### src/rtl/matriz_pkg.sv
// Shared types and helpers for the LED-matrix column scanner.
package matriz_pkg;

    typedef enum logic [1:0] {StIdle, StBlank, StDrive} state_e;

    // Widest column count the one-hot helper supports.
    localparam int unsigned MaxCols = 64;

    function automatic logic [MaxCols-1:0] col_onehot(input int unsigned idx);
        return {{(MaxCols-1){1'b0}}, 1'b1} << idx;
    endfunction

endpackage

### src/rtl/matriz_frame_buf.sv
// Double-buffered frame store: a producer fills pending, the scanner swaps it in at frame wrap.
module matriz_frame_buf #(
    parameter int unsigned W = 35
) (
    input  logic         clock,
    input  logic         reset_n,
    input  logic [W-1:0] data_in,
    input  logic         valid,
    output logic         ready,
    input  logic         swap,
    output logic [W-1:0] active_out
);

    logic [W-1:0] pending_q, pending_d;
    logic [W-1:0] active_q, active_d;
    logic         pending_full_q, pending_full_d;
    logic         accept;
    logic         do_swap;

    assign ready   = !pending_full_q;
    assign accept  = valid && ready;
    assign do_swap = swap && pending_full_q;

    // The image in effect after the coming edge, so registered row outputs see a swap
    // on the same edge that starts column 0.
    assign active_out = do_swap ? pending_q : active_q;

    always_comb begin
        pending_d      = pending_q;
        active_d       = active_q;
        pending_full_d = pending_full_q;
        if (do_swap) begin
            active_d       = pending_q;
            pending_full_d = 1'b0;
        end
        // Accept only happens with pending empty, so it never collides with a real swap.
        if (accept) begin
            pending_d      = data_in;
            pending_full_d = 1'b1;
        end
    end

    always_ff @(posedge clock or negedge reset_n) begin
        if (!reset_n) begin
            pending_q      <= '0;
            active_q       <= '0;
            pending_full_q <= 1'b0;
        end else begin
            pending_q      <= pending_d;
            active_q       <= active_d;
            pending_full_q <= pending_full_d;
        end
    end

endmodule

### src/rtl/matriz_scan_ctrl.sv
// LED-matrix column scanner: one-hot column drive with blanking gap, per-column PWM rows
// and tear-free double-buffered frames.
module matriz_scan_ctrl
    import matriz_pkg::*;
#(
    parameter int unsigned NUM_COLS        = 5,
    parameter int unsigned NUM_ROWS        = 7,
    parameter int unsigned DWELL_CYC       = 8,
    parameter int unsigned BLANK_CYC       = 2,
    parameter int unsigned BR_W            = 4,
    parameter bit          COL_ACTIVE_HIGH = 1'b1,
    parameter bit          ROW_ACTIVE_HIGH = 1'b1
) (
    input  logic                         clock,
    input  logic                         reset_n,
    input  logic                         enable,
    input  logic [NUM_COLS*NUM_ROWS-1:0] frame_data,
    input  logic                         frame_valid,
    output logic                         frame_ready,
    input  logic [BR_W-1:0]              brightness,
    output logic [NUM_COLS-1:0]          colunas,
    output logic [NUM_ROWS-1:0]          linhas,
    output logic                         frame_start
);

    localparam int unsigned FrameW = NUM_COLS * NUM_ROWS;
    localparam int unsigned ColW   = (NUM_COLS > 1) ? $clog2(NUM_COLS) : 1;
    localparam int unsigned DwW    = (DWELL_CYC > 1) ? $clog2(DWELL_CYC) : 1;
    localparam int unsigned BlW    = (BLANK_CYC > 1) ? $clog2(BLANK_CYC) : 1;
    localparam int unsigned CmpW   = (BR_W > DwW) ? BR_W : DwW;
    localparam int unsigned IdxW   = (FrameW > 1) ? $clog2(FrameW) : 1;

    localparam logic [NUM_COLS-1:0] ColInv  = {NUM_COLS{~COL_ACTIVE_HIGH}};
    localparam logic [NUM_ROWS-1:0] RowInv  = {NUM_ROWS{~ROW_ACTIVE_HIGH}};
    localparam state_e              FirstSt = (BLANK_CYC > 0) ? StBlank : StDrive;

    state_e              state_q, state_d;
    logic [ColW-1:0]     col_q, col_d;
    logic [DwW-1:0]      dwell_q, dwell_d;
    logic [BlW-1:0]      blank_q, blank_d;
    logic [BR_W-1:0]     br_q, br_d;
    logic [NUM_COLS-1:0] colunas_q, colunas_d;
    logic [NUM_ROWS-1:0] linhas_q, linhas_d;
    logic                frame_start_q, frame_start_d;

    logic                swap;
    logic                enter_col;
    logic [FrameW-1:0]   active_img;
    logic [IdxW-1:0]     row_base;
    logic [NUM_COLS-1:0] col_act;
    logic [NUM_ROWS-1:0] row_act;

    matriz_frame_buf #(
        .W(FrameW)
    ) u_frame_buf (
        .clock     (clock),
        .reset_n   (reset_n),
        .data_in   (frame_data),
        .valid     (frame_valid),
        .ready     (frame_ready),
        .swap      (swap),
        .active_out(active_img)
    );

    always_comb begin
        state_d       = state_q;
        col_d         = col_q;
        dwell_d       = dwell_q;
        blank_d       = blank_q;
        br_d          = br_q;
        frame_start_d = 1'b0;
        swap          = 1'b0;
        enter_col     = 1'b0;

        if (!enable) begin
            state_d = StIdle;
            col_d   = '0;
            dwell_d = '0;
            blank_d = '0;
        end else begin
            unique case (state_q)
                StIdle: begin
                    col_d         = '0;
                    frame_start_d = 1'b1;
                    enter_col     = 1'b1;
                end
                StBlank: begin
                    if (blank_q == BlW'(BLANK_CYC - 1)) begin
                        state_d = StDrive;
                        blank_d = '0;
                        dwell_d = '0;
                    end else begin
                        blank_d = blank_q + BlW'(1);
                    end
                end
                StDrive: begin
                    if (dwell_q == DwW'(DWELL_CYC - 1)) begin
                        enter_col = 1'b1;
                        if (col_q == ColW'(NUM_COLS - 1)) begin
                            col_d         = '0;
                            swap          = 1'b1;
                            frame_start_d = 1'b1;
                        end else begin
                            col_d = col_q + ColW'(1);
                        end
                    end else begin
                        dwell_d = dwell_q + DwW'(1);
                    end
                end
                default: state_d = StIdle;
            endcase
        end

        // Brightness is sampled once per column so mid-column changes cannot tear the PWM.
        if (enter_col) begin
            state_d = FirstSt;
            blank_d = '0;
            dwell_d = '0;
            br_d    = brightness;
        end

        row_base = IdxW'(32'(col_d) * NUM_ROWS);
        col_act  = '0;
        row_act  = '0;
        if (state_d == StDrive) begin
            col_act = NUM_COLS'(col_onehot(32'(col_d)));
            if (CmpW'(dwell_d) < CmpW'(br_d)) begin
                row_act = active_img[row_base +: NUM_ROWS];
            end
        end
        colunas_d = col_act ^ ColInv;
        linhas_d  = row_act ^ RowInv;
    end

    always_ff @(posedge clock or negedge reset_n) begin
        if (!reset_n) begin
            state_q       <= StIdle;
            col_q         <= '0;
            dwell_q       <= '0;
            blank_q       <= '0;
            br_q          <= '0;
            colunas_q     <= ColInv;
            linhas_q      <= RowInv;
            frame_start_q <= 1'b0;
        end else begin
            state_q       <= state_d;
            col_q         <= col_d;
            dwell_q       <= dwell_d;
            blank_q       <= blank_d;
            br_q          <= br_d;
            colunas_q     <= colunas_d;
            linhas_q      <= linhas_d;
            frame_start_q <= frame_start_d;
        end
    end

    assign colunas     = colunas_q;
    assign linhas      = linhas_q;
    assign frame_start = frame_start_q;

endmodule

### config.mk
export PLATFORM = sky130hd
export DESIGN_NAME = matriz_scan_ctrl
export DESIGN_NICKNAME = d
export VERILOG_FILES = /design/src/rtl/matriz_pkg.sv /design/src/rtl/matriz_frame_buf.sv /design/src/rtl/matriz_scan_ctrl.sv
export SDC_FILE = /design/constraint.sdc
export NUM_CORES = 1
export LEC_CHECK = 0
export BUFFER_PORTS_ARGS = -buffer_cell sky130_fd_sc_hd__buf_2
export CORE_UTILIZATION = 35
export DETAILED_ROUTE_END_ITERATION = 10
export PLACE_DENSITY = 0.6
export REMOVE_ABC_BUFFERS = 1
export SLEW_MARGIN = 20
export SYNTH_ARGS = -nofsm -noshare
export SYNTH_HDL_FRONTEND = slang
export SYNTH_HIERARCHICAL = 1
export SYNTH_SLANG_ARGS = --single-unit
### constraint.sdc
create_clock -name clock -period 3.9 [get_ports clock]
set_clock_uncertainty 0.15 [all_clocks]
set_input_delay 0.195 -clock clock [delete_from_list [all_inputs] [get_ports clock]]
set_output_delay 0.195 -clock clock [all_outputs]
set_load 0.05 [all_outputs]
Word-level counts from Yosys, hierarchy flattened
Index checks and enable logic that the tools add are counted.
{"block": "totals", "reg_bits": 97, "inputBits": 43, "out_inout_bits": 14, "elab_cells": 63}
{"block": "op_classes", "addsub": 3, "mul": 1, "order_cmp": 1, "n_eq_ne": 6, "shift": 2, "muxes": 33, "n_reduce_logical": 6}
{"cell": "$mux W35", "n": 1}
{"cell": "$shiftx A35 B7 Y7", "n": 1}
{"cell": "$mux W3", "n": 7}
{"cell": "$mux W7", "n": 2}
{"cell": "$mux W1", "n": 13}
{"cell": "$pmux W3 S2", "n": 2}
{"cell": "$add A3 B1 Y3 const B", "n": 2}
{"cell": "$eq A3 B3 Y1 const B", "n": 2}
{"cell": "$mul A3 B3 Y6 const B", "n": 1}
{"cell": "$mux W2", "n": 3}
{"cell": "$mux W5", "n": 1}
{"cell": "$shl A1 B3 Y5 const A", "n": 1}
{"cell": "$eq A2 B2 Y1 const B", "n": 2}
{"cell": "$lt A3 B4 Y1", "n": 1}
{"cell": "$mux W4", "n": 1}
{"cell": "$pmux W1 S2", "n": 2}
{"cell": "$pmux W2 S2", "n": 1}
{"cell": "$ne A3 B1 Y1 const B", "n": 1}
{"cell": "$eq A2 B1 Y1 const B", "n": 1}
{"cell": "$logic_and A1 B1 Y1", "n": 2}
{"cell": "$logic_not A2 Y1", "n": 1}
{"cell": "$reduce_bool A2 Y1", "n": 1}
{"cell": "$reduce_or A2 Y1", "n": 1}
{"cell": "$add A1 B1 Y1 const B", "n": 1}
{"cell": "$logic_not A1 Y1", "n": 1}

Longest topological paths before layout
{"block": "logic_depth", "ltp_word": 10, "ltp_mapped": 12, "depth_no_buf": 12}

Hierarchy
Netlist, hierarchy kept.
{"mod": "matriz_frame_buf", "instances": 1, "cells_each": 152, "area_per_inst_um2": 2813.9, "seq_area_each_um2": 1776.7}
{"mod": "matriz_scan_ctrl", "instances": 1, "cells_each": 173, "area_per_inst_um2": 1599.0, "seq_area_each_um2": 650.6}

Least setup slack after synthesis
Ideal clock, no wire load.
{"block": "synth_timing", "kind": "register to register", "startpoint": "reg state_q[0]", "endpoint": "reg linhas_q[4] (netlist: linhas[4])", "setup_time_ns": 0.094, "arrival_time_ns": 2.477, "required_ns": 3.656, "setup_slack_ns": 1.179, "stages_incl_launch_ff": 12, "n_path_buf": 1, "period_less_slack_ns": 2.721, "path_cell_list": "dfrtp_1 > inv_1 > ha_1 > buf_4 > and3_4 > o21ai_2 > mux2i_1 > ha_1 > and3_1 > a211oi_1 > o21ai_1 > a211oi_1"}
{"block": "synth_via", "elab_chain_cells": 8, "elab_cells_between_ends": 26, "classes_between": "mul: 1; order compare: 1; eq/ne: 3; shift: 1; mux: 17; reduce/logical: 3"}
{"element": "from (decl)", "line": "matriz_scan_ctrl.sv:37", "rtl": "state_e state_q, state_d;"}
{"element": "from (signal assigned)", "line": "matriz_scan_ctrl.sv:137", "rtl": "state_q <= StIdle;"}
{"element": "from (signal assigned)", "line": "matriz_scan_ctrl.sv:146", "rtl": "state_q <= state_d;"}
{"element": "branches (longest 7 deep; another with $mul A3 B3 Y6)"}
{"element": "$mux W7 *", "line": "matriz_scan_ctrl.sv:125", "rtl": "if (state_d == StDrive) begin"}
{"element": "named net linhas_d[4]", "line": "matriz_scan_ctrl.sv:43", "rtl": "logic [NUM_ROWS-1:0] linhas_q, linhas_d;"}
{"element": "to (signal assigned)", "line": "matriz_scan_ctrl.sv:143", "rtl": "linhas_q <= RowInv;"}
{"element": "to (signal assigned)", "line": "matriz_scan_ctrl.sv:152", "rtl": "linhas_q <= linhas_d;"}
{"element": "to (decl)", "line": "matriz_scan_ctrl.sv:43"}
Mark *: on every way through the listed nets, which the timed path passes.
A chain may end at the register's enable or synchronous reset.

Worst setup path after layout
Same ends and word-level chain as after synthesis.

==> impl_results.rst <==
.. list-table::
   :header-rows: 1

   * - Metric
     - Value
   * - Post-synthesis instance total
     - 325
   * - Total vias in the final route
     - 2795
   * - Worst slew slack as a fraction of its limit
     - 0.4253
   * - TritonCTS buffer count
     - 9
   * - Max Fanout on Critical Path
     - 12
   * - Critical-path cell list
     - inv_1 -> ha_1 -> and3_4 -> o21ai_2 -> mux2i_1 -> ha_1 -> and3_1 -> a211oi_1 -> o21ai_1 -> a211oi_1
   * - Asr flop ratio synth
     - 1.000
   * - Largest stage delay, worst path
     - 0.41 ns
   * - Final worst path period share
     - 0.7887
   * - P per Cell Area
     - 389.7 mW/mm^2
   * - Commonest non-fill, non-tap cells in the layout
     - dfrtp_1, buf_2, mux2_2, dlygate4sd3_1, mux2_4
   * - Number of warnings printed during yosys synthesis
     - 6
   * - Syn Std Cell Area
     - 0.004413 mm^2
   * - Clock tree from TritonCTS
     - built
   * - Die boundary height
     - 114.3 um
   * - Portion of synthesized cell area occupied by the leading cell type
     - 0.5500
   * - HPWL reported at the end of detailed placement
     - 5.908 mm
   * - Worst Path Arrival
     - 3.17 ns
   * - Root Buffer
     - clkbuf_16
   * - Most frequent standard cell in the layout excluding fill and tap cells
     - dfrtp_1
   * - Buffer and inverter count on the worst path
     - 1
   * - Met1 usage
     - 0.1876
   * - Synthesis-stage register bit count
     - 97
   * - Filler cell count in the final layout
     - 1135
   * - Post CTS Setup Buffer Count
     - 0
   * - Main area contributors after synthesis
     - dfrtp_1, mux2_2, mux2_4
   * - Required time reported for the critical path endpoint
     - 4.00 ns
   * - Total of max-cap violations
     - 0
   * - Multi-input gate area in the final layout
     - 0.001788 mm^2
   * - Hold buffers post-CTS
     - 41
   * - Maximum VDD drop
     - 0.0002088 V
   * - Clock sinks
     - 97
   * - Post-synth EDFFs
     - 0
   * - Post-DRT Antenna Nets
     - 0
   * - Gr busiest metal
     - met2
   * - Port Buf Inserts
     - 56
   * - Antenna diodes
     - 0
   * - Syn_area_per_cell
     - 13.58 um^2
   * - DRC violation count after routing
     - 0
   * - Top achievable clock speed
     - 325.1 MHz
   * - Run status
     - finished clean
   * - Number of hold-slack violations in the final timing report
     - 0
   * - Crit Path Class
     - reg -> reg
   * - Global-route wire length before repair
     - 14.63 mm
   * - Sequential Area
     - 0.002427 mm^2
   * - Clock slew at reported path FFs
     - 0.07 ns
   * - Count of standard-cell rows
     - 40
   * - Post-layout min period
     - 3.076 ns
   * - WL per Instance
     - 14.82 um
   * - Max-slew violations
     - 0
   * - Transition at the pin with the smallest max-transition slack
     - 0.8621 ns
   * - Core box area
     - 0.01216 mm^2
   * - Most frequently used flop master after synthesis
     - dfrtp_1
   * - Cell accounting for the most synthesized area
     - dfrtp_1
   * - Total Nets Final
     - 477
   * - Pin count of the biggest net entering global routing
     - 70
   * - Full die area
     - 0.01306 mm^2
   * - Routing usage on met3
     - 0.03864
   * - Count of final setup violators
     - 0
   * - Number of DRC violations after detailed-routing iteration 0
     - 100
   * - GR Layer Usage met2
     - 0.2420
   * - Clock latency on the worst-skew pair
     - 0.34 ns
   * - Vias per cell
     - 4.690
   * - Pre-Repair DR Iteration Count
     - 4
   * - Critical Path Source Type
     - flop
   * - Count of unique library cells instantiated by Yosys
     - 49
   * - Final cell count without fillers
     - 596
   * - Synth-to-layout area growth
     - 24.30%
   * - Highest-delay cell along the critical path
     - dfrtp_1
   * - Kind of cell adding the most delay to the critical path
     - compound AO/OA/AOI/OAI gates
   * - Congestion Overflow GR
     - 0
   * - Post-CTS resize count
     - 0
   * - Critical path endpoint category
     - flop
   * - Total global routing track utilization
     - 0.1491
   * - Vias in the first global route
     - 3013
   * - Max Buffers Root-to-Sink
     - 2
   * - Cells after DPL
     - 540
   * - Sequential share of the synthesized area
     - 0.5500
   * - Routed Wire Length
     - 8.834 mm
   * - Reported leakage power
     - 0.002611 uW
   * - RSZ-0062 raised after global routing
     - no
   * - Kind of path behind the tightest hold check
     - in -> reg
   * - Placer congestion estimate
     - 0.8336
   * - Initial antenna violation count
     - 0
   * - Final-layout setup total negative slack
     - 0 ns
   * - Proportion of layout cells with a drive suffix above 1
     - 0.3785
   * - Effective utilization at floorplan
     - 0.3629
   * - I/O pins
     - 57
   * - Maximum level of the CTS H-tree
     - 3
   * - Die W
     - 114.3 um
-- synthesized netlist by cell type, types with 2 or more instances --
cell type and instances:
mux2_4 30, nor3_1 2, nand3b_1 2, buf_6 5
a21oi_2 6, or2_1 2, inv_1 17, nor2_1 10
nand2_1 25, a21oi_1 12, nor2b_2 2, ha_1 9
o21ai_0 3, o211ai_1 7, nand2b_1 3, buf_12 3
a21o_1 2, dfrtp_1 97, nand3_1 9, a211oi_1 2
mux2i_1 3, buf_2 3, mux2_2 41, nor2b_1 3
and3_1 3
-- path summary, 6_finish.rpt --
path                                          from                         to  slack (ns)  depth (start not counted)
max                                     state_q[0]                  linhas[4]        0.82                         10
min                                         enable                 state_q[0]        0.09                          3
max reg2reg                             state_q[0]                  linhas[4]        0.82                         10
min reg2reg                u_frame_buf/active_q[7]    u_frame_buf/active_q[7]        0.35                          1
max in group asynchronous                  reset_n   u_frame_buf/active_q[23]        2.32                          3
min in group asynchronous                  reset_n  u_frame_buf/pending_q[21]        0.36                          2
-- per-layer routing --
layer / up-vias / wire length (um)
met4: 0 / 203
met5: - / 0
li1: 1332 / -
met1: 1382 / 4176
met2: 65 / 4137
met3: 16 / 316
-- power breakdown --
part	internal, uW	switching [uW]	total, uW
combinational	131	107	237
sequential	1070	37.7	1110
clock	427	366	794
total	1630	511	2140
-- kinds of logic (layout without fill, tap and decap cells) --
| logic type | count (synthesis) | in the layout | synth area share |
|---|---|---|---|
| compound gates | 44 | 44 | 0.07712 |
| xor+xnor | 1 | 1 | 0.001985 |
| fa+ha+maj | 9 | 9 | 0.02552 |
| buf+inv | 29 | 132 | 0.04593 |
| flops | 97 | 97 | 0.5500 |
| mux | 74 | 74 | 0.2135 |
| simple gates | 71 | 71 | 0.08591 |
-- per-stage QoR --
stage	power [uW]	hold slack [ns]	area [um^2]	utilization	setup WS, ns
floorplan	1250	-0.2506	4274	-	1.196
CTS	2168	0.06867	5465	0.4494	0.8352
finish	2137	0.09106	5485	0.4510	0.8240
detailed placement	1331	0.2209	4795	0.3942	0.8580
global route	2235	0.1066	5485	0.4510	0.6630
global placement	1327	0.2006	4795	0.3942	0.9592
-- worst reg2reg max path, stage by stage, from the launching register on --
cell	delay [ns]
dfrtp_1	0.41
inv_1	0.09
ha_1	0.36
and3_4	0.24
o21ai_2	0.32
mux2i_1	0.30
ha_1	0.27
and3_1	0.16
a211oi_1	0.21
o21ai_1	0.23
a211oi_1	0.24
-- flip-flops by register name, summed over array words and instances (netlist names) --
| signal | cells |
|---|---|
| u_frame_buf/pending_full_q | 1 |
| blank_q | 1 |
| linhas | 7 |
| u_frame_buf/active_q | 35 |
| dwell_q | 3 |
| colunas | 5 |
| state_q | 2 |
| col_q | 3 |
| u_frame_buf/pending_q | 35 |
| frame_start | 1 |
| br_q | 4 |
-- area by class of cell --
cell class,instances,share of cell area
timing repair buffer,101,0.1341
clock buffer,10,0.04174
clock inverter,4,0.005703
tap,168,0.03832
multi-input combinational,199,0.3260
sequential,97,0.4425
inverter,17,0.01163
No activity file was read; power rests on OpenSTA's default activity.
